--- config.mk ---
export PLATFORM = sky130hd
export DESIGN_NAME = integrator_step_ctrl
export DESIGN_NICKNAME = d
export VERILOG_FILES = /design/src/rtl/integrator_pkg.sv /design/src/rtl/step_divider.sv /design/src/rtl/integrator_step_ctrl.sv
export SDC_FILE = /design/constraint.sdc
export NUM_CORES = 1
export LEC_CHECK = 0
export ABC_CLOCK_PERIOD_IN_PS = 6000
export BUFFER_PORTS_ARGS = -buffer_cell sky130_fd_sc_hd__buf_4
export CORE_AREA = 2 2 148 150
export CTS_BUF_LIST = sky130_fd_sc_hd__clkbuf_8
export DETAILED_ROUTE_END_ITERATION = 7
export DIE_AREA = 0 0 150 152
export PLACE_DENSITY = 0.71
export SETUP_SLACK_MARGIN = 0.4
export SYNTH_ARGS = -nofsm -noshare
export SYNTH_HDL_FRONTEND = slang
export SYNTH_HIERARCHICAL = 1
export SYNTH_SLANG_ARGS = --single-unit
--- constraint.sdc ---
create_clock -name clk -period 6 [get_ports clk]
set_input_delay 0 -clock clk [delete_from_list [all_inputs] [get_ports clk]]
set_output_delay 0 -clock clk [all_outputs]
set_load 0.02 [all_outputs]
--- src/rtl/integrator_pkg.sv ---
// Shared widths and FSM state encoding for the integrator step controller.
package integrator_pkg;

  localparam int unsigned DATA_W     = 27;
  localparam int unsigned DIV_W      = 5;
  localparam int unsigned STEP_CNT_W = 32;
  localparam int unsigned DROP_CNT_W = 8;

  typedef enum logic [1:0] {
    ST_IDLE,
    ST_LOAD,
    ST_RUN,
    ST_STEP
  } state_t;

endpackage

--- src/rtl/step_divider.sv ---
// Programmable step divider: ticks once every (period + 1) enabled cycles.
module step_divider #(
  parameter int unsigned WIDTH = 5
) (
  input  logic             clk,
  input  logic             reset,
  input  logic             clr,
  input  logic             en,
  input  logic [WIDTH-1:0] period,
  output logic             tick
);

  logic [WIDTH-1:0] count;

  assign tick = en && (count == period);

  always_ff @(posedge clk) begin
    if (reset || clr) begin
      count <= '0;
    end else if (en) begin
      count <= tick ? '0 : count + WIDTH'(1);
    end
  end

endmodule

--- src/rtl/integrator_step_ctrl.sv ---
// Integrator step controller: loads initial conditions, paces integration steps
// from a programmable divider and captures post-step state snapshots.
module integrator_step_ctrl #(
  parameter int unsigned DATA_W  = integrator_pkg::DATA_W,
  parameter int unsigned DIV_W   = integrator_pkg::DIV_W,
  parameter int unsigned CAP_LAT = 1
) (
  input  logic                                   clk,
  input  logic                                   reset,
  input  logic                                   start,
  input  logic                                   stop,
  input  logic                                   single_step,
  input  logic        [DIV_W-1:0]                div_val,
  input  logic signed [DATA_W-1:0]               init_x,
  input  logic signed [DATA_W-1:0]               init_y,
  input  logic signed [DATA_W-1:0]               init_z,
  input  logic signed [DATA_W-1:0]               int_x,
  input  logic signed [DATA_W-1:0]               int_y,
  input  logic signed [DATA_W-1:0]               int_z,
  output logic                                   int_load,
  output logic signed [DATA_W-1:0]               int_x0,
  output logic signed [DATA_W-1:0]               int_y0,
  output logic signed [DATA_W-1:0]               int_z0,
  output logic                                   int_en,
  output logic signed [DATA_W-1:0]               snap_x,
  output logic signed [DATA_W-1:0]               snap_y,
  output logic signed [DATA_W-1:0]               snap_z,
  output logic                                   snap_valid,
  input  logic                                   snap_ready,
  output logic [integrator_pkg::STEP_CNT_W-1:0]  step_count,
  output logic [integrator_pkg::DROP_CNT_W-1:0]  drop_count,
  output logic                                   busy
);

  import integrator_pkg::*;

  state_t             state;
  state_t             state_next;
  logic               load_ic;
  logic [DIV_W-1:0]   div_latch;
  logic               div_tick;
  logic [CAP_LAT-1:0] cap_pipe;
  logic               cap_now;
  logic               cap_accept;

  step_divider #(
    .WIDTH(DIV_W)
  ) u_div (
    .clk   (clk),
    .reset (reset),
    .clr   (state == ST_LOAD),
    .en    (state == ST_RUN),
    .period(div_latch),
    .tick  (div_tick)
  );

  // Bit CAP_LAT-1 of the delay line marks the cycle the integrator outputs are valid.
  assign cap_now    = cap_pipe[CAP_LAT-1];
  assign cap_accept = cap_now && (!snap_valid || snap_ready);
  assign busy       = (state != ST_IDLE) || (|cap_pipe);

  always_comb begin
    state_next = state;
    load_ic    = 1'b0;
    int_load   = 1'b0;
    int_en     = 1'b0;
    unique case (state)
      ST_IDLE: begin
        if (start) begin
          state_next = ST_LOAD;
          load_ic    = 1'b1;
        end else if (single_step) begin
          state_next = ST_STEP;
        end
      end
      ST_LOAD: begin
        int_load   = 1'b1;
        state_next = ST_RUN;
      end
      ST_RUN: begin
        if (stop) begin
          state_next = ST_IDLE;
        end else begin
          int_en = div_tick;
        end
      end
      ST_STEP: begin
        int_en     = 1'b1;
        state_next = ST_IDLE;
      end
      default: state_next = ST_IDLE;
    endcase
  end

  always_ff @(posedge clk) begin
    if (reset) begin
      state      <= ST_IDLE;
      div_latch  <= '0;
      int_x0     <= '0;
      int_y0     <= '0;
      int_z0     <= '0;
      step_count <= '0;
    end else begin
      state <= state_next;
      if (load_ic) begin
        div_latch  <= div_val;
        int_x0     <= init_x;
        int_y0     <= init_y;
        int_z0     <= init_z;
        step_count <= '0;
      end else if (int_en) begin
        step_count <= step_count + STEP_CNT_W'(1);
      end
    end
  end

  always_ff @(posedge clk) begin
    if (reset) begin
      cap_pipe   <= '0;
      snap_valid <= 1'b0;
      snap_x     <= '0;
      snap_y     <= '0;
      snap_z     <= '0;
      drop_count <= '0;
    end else begin
      cap_pipe <= (cap_pipe << 1) | CAP_LAT'(int_en);
      if (cap_accept) begin
        snap_x     <= int_x;
        snap_y     <= int_y;
        snap_z     <= int_z;
        snap_valid <= 1'b1;
      end else if (cap_now) begin
        if (drop_count != '1) begin
          drop_count <= drop_count + DROP_CNT_W'(1);
        end
      end else if (snap_valid && snap_ready) begin
        snap_valid <= 1'b0;
      end
    end
  end

endmodule

### After elaboration in Yosys (flattened, before gate mapping)

Index checks and enable logic that the tools add are counted.
Widths: inputs -> output; s select.

| word-level totals | value |
|---|---|
| register bits | 216 |
| output and inout port bits | 206 |

| cells by class | value |
|---|---|
| add/subtract/negate cells | 3 |
| equality and inequality tests | 8 |
| muxes and demuxes | 13 |
| bitwise gates (word level) | 1 |
| reductions and logical operators | 14 |

Operator list:

| kind | number |
|---|---|
| $add 32x1->32 const B | 1 |
| $add 8x1->8 const B | 1 |
| $ne 8x8->1 const B | 1 |
| $pmux 2 s4 | 1 |
| $mux 1 | 7 |
| $mux 2 | 3 |
| $add 5x1->5 const B | 1 |
| $eq 5x5->1 | 1 |
| $mux 5 | 1 |
| $eq 2x2->1 const B | 2 |
| $reduce_and 2->1 | 2 |
| $reduce_bool 2->1 | 2 |
| $logic_and 1x1->1 | 3 |
| $logic_or 1x1->1 | 3 |
| $ne 3x3->1 const B | 1 |
| $reduce_and 3->1 | 1 |
| $eq 2x1->1 const B | 1 |
| $logic_not 2->1 | 1 |
| $ne 2x1->1 const B | 1 |
| $ne 2x2->1 const B | 1 |
| $pmux 1 s2 | 1 |
| $reduce_or 2->1 | 1 |
| $logic_not 1->1 | 1 |
| $not 1->1 | 1 |

### Depth between registers and ports, before layout

Gate-level depths: netlist of the first run.

| depth | value |
|---|---|
| depth after elaboration | 5 |
| depth in mapped cells | 10 |
| mapped depth without buffers | 8 |

### By module

Netlist of the first run, hierarchy kept.

Modules (own cells, without submodules):

| module | times used | cells each | area an instance (sq um) | seq. area each (sq um) |
|---|---|---|---|---|
| integrator_step_ctrl | 1 | 968 | 7746.2 | 4224.1 |
| step_divider | 1 | 28 | 295.3 | 100.1 |

### Worst setup path before layout of the first run

No wires, ideal clock.

| path | value |
|---|---|
| kind | register to register |
| start | register state[1] |
| end | register step_count[6] (netlist bit) |
| library setup time | 0.128 ns |
| data arrival time | 2.353 ns |
| required time | 5.872 ns |
| setup slack | 3.519 ns |
| stages on the path, launching flop included | 11 |
| clock period less this slack | 2.481 ns |
| cells stage by stage | dfxtp_1 -> buf_4 -> nor2b_1 -> and2_0 -> and2_1 -> and2b_1 -> o21a_1 -> clkbuf_1 -> nand4_1 -> xor2_1 -> nor2_1 |

| between the ends | value |
|---|---|
| cells in the longest elaborated chain, start to end | 4 |
| elaborated cells between the ends (all ways) | 8 |
| those cells by class | 2 x eq/ne; 3 x mux; 3 x reduce/logical |

Ends and longest elaborated chain:

| what | line | text |
|---|---|---|
| start: declaration | integrator_step_ctrl.sv:37 | `state_t state;` |
| start signal: assignment | integrator_step_ctrl.sv:104 | `state <= state_next;` |
| $eq 2x2->1 | integrator_step_ctrl.sv:52 | `.en (state == ST_RUN),` |
| $logic_and 1x1->1 | step_divider.sv:15 | `assign tick = en && (count == period);` |
| via div_tick | integrator_step_ctrl.sv:41 | `logic div_tick;` |
| $mux 1 | integrator_step_ctrl.sv:81 | `if (stop) begin` |
| $pmux 1 s2 | integrator_step_ctrl.sv:67 | `unique case (state)` |
| via int_en | integrator_step_ctrl.sv:24 | `output logic int_en,` |
| end signal: assignment | integrator_step_ctrl.sv:112 | `step_count <= step_count + STEP_CNT_W'(1);` |
| end: declaration | integrator_step_ctrl.sv:30 | `output logic [integrator_pkg::STEP_CNT_W-1:0] step_count,` |

The timed path passes the listed nets, and every way through them passes these cells.
A chain may end at the register's enable or synchronous reset.

### Worst setup path after layout of the first run

| path | value |
|---|---|
| start | register state[1] |
| end | output port int_en |

| between the ends | value |
|---|---|
| cells in the longest elaborated chain, start to end | 4 |
| elaborated cells between the ends (all ways) | 5 |
| those cells by class | 2 x eq/ne; 2 x mux; 1 x reduce/logical |

Ends and longest elaborated chain:

| what | line |
|---|---|
| $eq 2x2->1 | integrator_step_ctrl.sv:52 |
| $logic_and 1x1->1 | step_divider.sv:15 |
| via div_tick | integrator_step_ctrl.sv:41 |
| $mux 1 | integrator_step_ctrl.sv:81 |
| $pmux 1 s2 | integrator_step_ctrl.sv:67 |
| end: declaration | integrator_step_ctrl.sv:24 |

The timed path passes the listed nets, and every way through them passes these cells.

==> results of run 1 <==
[logic make-up (layout without fill, tap and decap cells)]
kind of cell | count (synthesis) | in the layout | synth area share (%)
adder cells (fa/ha/maj) | 3 | 3 | 0.467
buffers and inverters | 70 | 638 | 3.47
multiplexers | 5 | 5 | 0.622
XOR/XNOR | 39 | 39 | 4.25
AO/OA/AOI/OAI | 191 | 191 | 12.7
other | 0 | 2 | 0
flip-flops | 216 | 216 | 53.8
AND/OR/NAND/NOR | 472 | 472 | 24.8
[path summary, 6_finish.rpt]
kind | start | end | slack, ns | depth (start not counted)
max | state[1] | int_en | 3.05 | 6
min | reset | drop_count[1] | 0.04 | 2
max reg2reg | state[1] | step_count[26] | 3.08 | 8
min reg2reg | snap_y[11] | snap_y[11] | 0.45 | 2
[timing repair]
action / 4_1_cts / 5_1_grt
gates resized for setup: 0 / 0
hold buffers: 182 / 0
hold endpoints to repair: 170 / 0
[worst max-delay path, stage by stage, from the launching register on]
cell and delay [ns]:
dfxtp_1 0.58, nor2b_1 0.48, and2_0 0.35, and2_1 0.17, and2b_1 0.26, o21a_1 0.37, buf_4 0.22
[through the flow]
stage          cell area, µm²  worst slack, ns  power (µW)  hold WS [ns]  utilization (%)
4_1_cts                 13700             3.02        3520       0.00143             64.0
2_1_floorplan            8040             3.52        1750         0.136                -
5_1_grt                 13700             2.77        3630        0.0556             64.1
3_5_place_dp            11000             3.09        1960         0.255             51.6
3_3_place_gp            11000             3.12        1950         0.246             51.6
6_report                13700             3.05        3490        0.0430             64.1
[registers in the layout (all words and copies together), names as in the netlist]
register	count
cap_now	1
div_latch	5
drop_count	8
int_x0	27
int_y0	27
int_z0	27
snap_valid	1
snap_x	27
snap_y	27
snap_z	27
state	2
step_count	32
u_div/count	5
[routing by layer]
metal	track usage (%)	vias to the layer above
met2	43.8	392
met5	0	-
met3	7.21	114
li1	-	4349
met1	26.1	4098
met4	13.6	0
[final cells by class]
| type | count | area [µm²] | share of cell area, % |
|---|---|---|---|
| Antenna cell | 2 | 5.00 | 0.0366 |
| Sequential cell | 216 | 4320 | 31.6 |
| Multi-Input combinational cell | 710 | 3450 | 25.3 |
| Clock inverter | 17 | 125 | 0.915 |
| Inverter | 6 | 22.5 | 0.165 |
| Tap cell | 280 | 350 | 2.56 |
| Clock buffer | 51 | 702 | 5.13 |
| Timing Repair Buffer | 564 | 4690 | 34.3 |
[cell usage in the layout (no fill, tap or decap), types with 9 or more instances in the layout]
master / Yosys / routed
xor2_1: 14 / 14
nor4_1: 11 / 11
or3_1: 10 / 9
dfxtp_1: 216 / 216
inv_1: 6 / 16
xnor2_1: 25 / 25
clkbuf_8: 0 / 51
dlygate4sd3_1: 0 / 182
nand4_1: 9 / 9
nor3_1: 11 / 11
nand2_1: 354 / 353
a21oi_1: 175 / 175
nor2_1: 37 / 37
nand3_1: 11 / 11
buf_4: 1 / 381
[power groups by stage]
stage                     clock, µW  sequential [µW]  combinational (µW)
after floorplan                   0             1600                 148
after global placement            0             1550                 406
after detailed placement          0             1550                 409
after CTS                      1490             1520                 511
after global routing           1550             1530                 557
final                          1450             1520                 518
==> flow_summary.ini, run 1 <==
[timing]
finalHoldViolations = 0
fin_tns_setup_ns = 0
slew_viol_final = 0
max_freq_mhz = 339
worstMarginPinSlew_ns = 1.18
rsz0062_at_grt = false
skew_ns = 0.0188
relSlewSlack_pct = 21.3
setup_viol = 0
finalCriticalPeriod_ns = 2.95
fin_crit_sh_pct = 49.2

[setup_path]
arrival_ns = 2.95
cp-start-kind = flop
critPathMaxFanout = 11
crit_type = reg2out
cp-end-kind = output port
crit_required_ns = 6.00

[synth]
synthCells = 996
seq_area_frac_synth_pct = 53.8
synth_most_common_cell = nand2_1
synth_top_area_share_pct = 53.8
synth_common_cells = nand2_1, dfxtp_1, a21oi_1, clkbuf_1, nor2_1
yosysUniqueCellTypes = 40
syn_area_per_cell_um2 = 8.07
synth_edf_count = 0
synthFlopType = dfxtp_1
async_reset_ff_share_pct = 0
syn_nets = 1172
netlist_area_um2 = 8040
yosysWarnings = 6
yosys-top-cells-area = dfxtp_1, nand2_1, a21oi_1
synth_seq_cells = 216
synth_top_area_cell = dfxtp_1

[routing]
drc = 0
routed-via-count = 8953
wl_per_cell_um = 15.8
wl_met2_um = 14500
detail-route-antenna-nets = 0
wirelength_um = 29200
drt_pre_antenna_iters = 5
highest_layer = met4
wl_met1_um = 11000
viasPerCell = 4.85
drtIter0Drc = 439
wl_met3_um = 2250

[power]
power_density_nw_per_um2 = 255
p_switching_uw = 897
internal_power_uw = 2590
clockPowerShare_pct = 41.5
power_frac_seq_pct = 43.7
switching_share_pct = 25.7
ir_worst_vdd_v = 0.000176
p_leak_uw = 0.00577
combPwrFrac_pct = 14.8

[clock_tree]
clkSinkCount = 216
cts_tree = built
post-cts-setup-buffer-count = 0
cts-root-buf = clkbuf_8
cts_buffers = 39
path_clk_slew_ns = 0.06
cts.htree.levels = 2
clock_latency_ns = 0.53
cts_buffer_depth = 3

[global_route]
grt_pass1_vias = 9315
grt_max_degree = 113
grt_use_total_pct = 24.8
antenna_found_initial = 2
grt_overflow = 0
grt_pass1_wl_um = 46000

[floorplan]
die_width_um = 150
core_area_um2 = 21400
die_h_um = 152
io_pins = 379
dieArea_um2 = 22800
num_rows = 54
initial_utilization_pct = 37.7

[place]
hpwl_um = 17400
gp_congestion = 0.794
numPortBuffers = 378
place_inst = 1594

[finish]
num-fill-cells = 1651
nets = 1713
final_layout_size_suffix_gt1_share_pct = 29.1
syn2layout_area_growth_pct = 70.1
layout.cells.non_filler = 1846

[run_status]
status = completed

[run]
drv_cap = 0

[hold_path]
hp-class = in2reg
(Power assumes the default switching activity.)
==> inputs of run 2 (changes only) <==
- ABC_AREA: unset -> 1
- ABC_CLOCK_PERIOD_IN_PS: 6000 -> 2700
- CORE_AREA: 2 2 148 150 -> 2 2 147 149
- DIE_AREA: 0 0 150 152 -> 0 0 149 151
- PLACE_DENSITY: 0.71 -> 0.78
- clock period: 6 -> 2.7 ns (I/O delays scaled with it)
==> run 2 against run 1 <==
Clock skew rose by 0.0038 ns. Core utilization rose by 3.9 points. Non-clock buffer count rose by 2. Final cell count rose by 8.7%. Largest power group unchanged.
==> flow_summary.ini, run 2 <==
[global_route]
grt_max_degree = 87
grt_use_total_pct = 28.1
antenna_found_initial = 0
grt_overflow = 0
grt_pass1_vias = 9710
grt_pass1_wl_um = 50500

[clock_tree]
clock_latency_ns = 0.52
post-cts-setup-buffer-count = 0
cts.htree.levels = 2
cts_buffer_depth = 3
path_clk_slew_ns = 0.06
cts_buffers = 38
clkSinkCount = 216
cts_tree = built
cts-root-buf = clkbuf_8

[finish]
fin_area_um2 = 14200
final_layout_size_suffix_gt1_share_pct = 28.0
final_cell_mix = nor2_1, buf_4, dfxtp_1, dlygate4sd3_1, o21ai_0
syn2layout_area_growth_pct = 64.9
final_common_cell = nor2_1
largest-register = step_count
largest_register_ff_count = 32
nets = 1878

[routing]
detail-route-antenna-nets = 0
wl_per_cell_um = 16.6
drtIter0Drc = 525
drt_pre_antenna_iters = 4
wirelength_um = 33400
viasPerCell = 5.02
drc = 0
routed-via-count = 10100

[timing]
setup_viol = 0
finalCriticalPeriod_ns = 2.11
max_freq_mhz = 474
fin_crit_sh_pct = 78.2
worstMarginPinSlew_ns = 0.734
relSlewSlack_pct = 51.1
finalHoldViolations = 0
fin_tns_setup_ns = 0
skew_ns = 0.0226
rsz0062_at_grt = false
slew_viol_final = 0

[run_status]
status = completed

[place]
gp_congestion = 0.877
numPortBuffers = 378
dpl_cell_area_um2 = 11600
hpwl_um = 19600

[synth]
yosys-top-cells-area = dfxtp_1, nor2_1, o21ai_0
yosysWarnings = 6
netlist_area_um2 = 8580
synth_common_cells = nor2_1, dfxtp_1, o21ai_0, nand2_1, inv_1
async_reset_ff_share_pct = 0
synth_edf_count = 0
synth_seq_cells = 216
synth_top_area_cell = dfxtp_1
syn_nets = 1330
yosysUniqueCellTypes = 39
synth_most_common_cell = nor2_1
seq_area_frac_synth_pct = 50.4
synthCells = 1154
syn_area_per_cell_um2 = 7.44
synthFlopType = dfxtp_1
synth_top_area_share_pct = 50.4

[run]
drv_cap = 0

[setup_path]
crit_type = reg2reg
crit_required_ns = 3.08
cp-start-kind = flop
cp-end-kind = flop
critPathMaxFanout = 13
arrival_ns = 2.49

[hold_path]
hp-class = in2reg

[floorplan]
die_width_um = 149
die_h_um = 151
core_area_um2 = 20800
dieArea_um2 = 22500
initial_utilization_pct = 41.2
num_rows = 53
io_pins = 379

[power]
p_leak_uw = 0.00637
power_density_nw_per_um2 = 578
ir_worst_vdd_v = 0.000445
run 2: cell count changes after synthesis, sizes merged, moves of 18 or more:
cell and change:
xnor2 -21, a21oi -150, nand2 -226, buf +18, inv +52, o21ai +170, clkbuf -24, nor2 +379
run 2: final cells by class:
cell class | instances | area [µm²]
fillers | 1548 | 6670
repair buffers | 566 | 4750
flip-flops and latches | 216 | 4320
multi-input cells | 821 | 3760
clock buffers | 47 | 647
well taps | 275 | 344
inverters | 59 | 229
clock inverters | 22 | 97.6
diodes | 1 | 2.50
run 2: cells by family after synthesis:
family / count (synthesis) / synth area share, %
XOR/XNOR: 12 / 1.22
buffers and inverters: 117 / 5.93
adder cells (fa/ha/maj): 3 / 0.437
AND/OR/NAND/NOR: 602 / 29.9
flip-flops: 216 / 50.4
AO/OA/AOI/OAI: 204 / 12.1
run 2: metal layers:
layer | GRT usage (%) | up-vias | part of all wire (%)
li1 | - | 4780 | -
met1 | 31.2 | 4659 | 37
met2 | 48.9 | 501 | 49
met3 | 8.13 | 139 | 8.7
met4 | 15.1 | 0 | 5.5
met5 | 0 | - | 0
run 2: timing repair:
action | CTS | global route
endpoints found under the setup margin | 0 | 3
hold endpoints to repair | 198 | 0
gates resized for setup | 0 | 1
hold buffers | 180 | 0
run 2: metrics by stage:
step	cells	worst slack, ns	hold slack, ns	util, %	power (µW)
5_1_grt	2006	0.420	0.0825	68.0	8520
4_1_cts	2006	0.530	0.0318	67.9	8140
6_report	2007	0.589	0.0498	68.0	8180
3_5_place_dp	1757	0.575	0.254	55.7	5000
2_1_floorplan	1154	0.809	0.148	-	4340
3_3_place_gp	1757	0.615	0.239	55.7	4970
run 2: power by group:
group / switching (µW) / internal [µW]
Clock: 1370 / 1580
Sequential: 132 / 3400
Combinational: 927 / 778
Total: 2420 / 5760
run 2: worst max-delay path: stages (launching register included):
cell and delay [ns]:
dfxtp_1 0.46, inv_2 0.07, nor2_2 0.10, nand2_1 0.07, nor2_2 0.11, nand3_2 0.12, inv_1 0.07, inv_1 0.06
o21ai_2 0.16, nand2_4 0.18, nor2_2 0.17, nand2_1 0.12, nor2_1 0.10, nand2_1 0.06, nand2_1 0.08, nor2_1 0.04
run 2: worst paths after layout:
kind               from             end  slack (ns)  depth (start not counted)
max reg2reg    state[1]  step_count[15]        0.59                         15
min               start    div_latch[3]        0.05                          4
min reg2reg  int_z0[19]      int_z0[19]        0.48                          2
max            state[1]  step_count[15]        0.59                         15
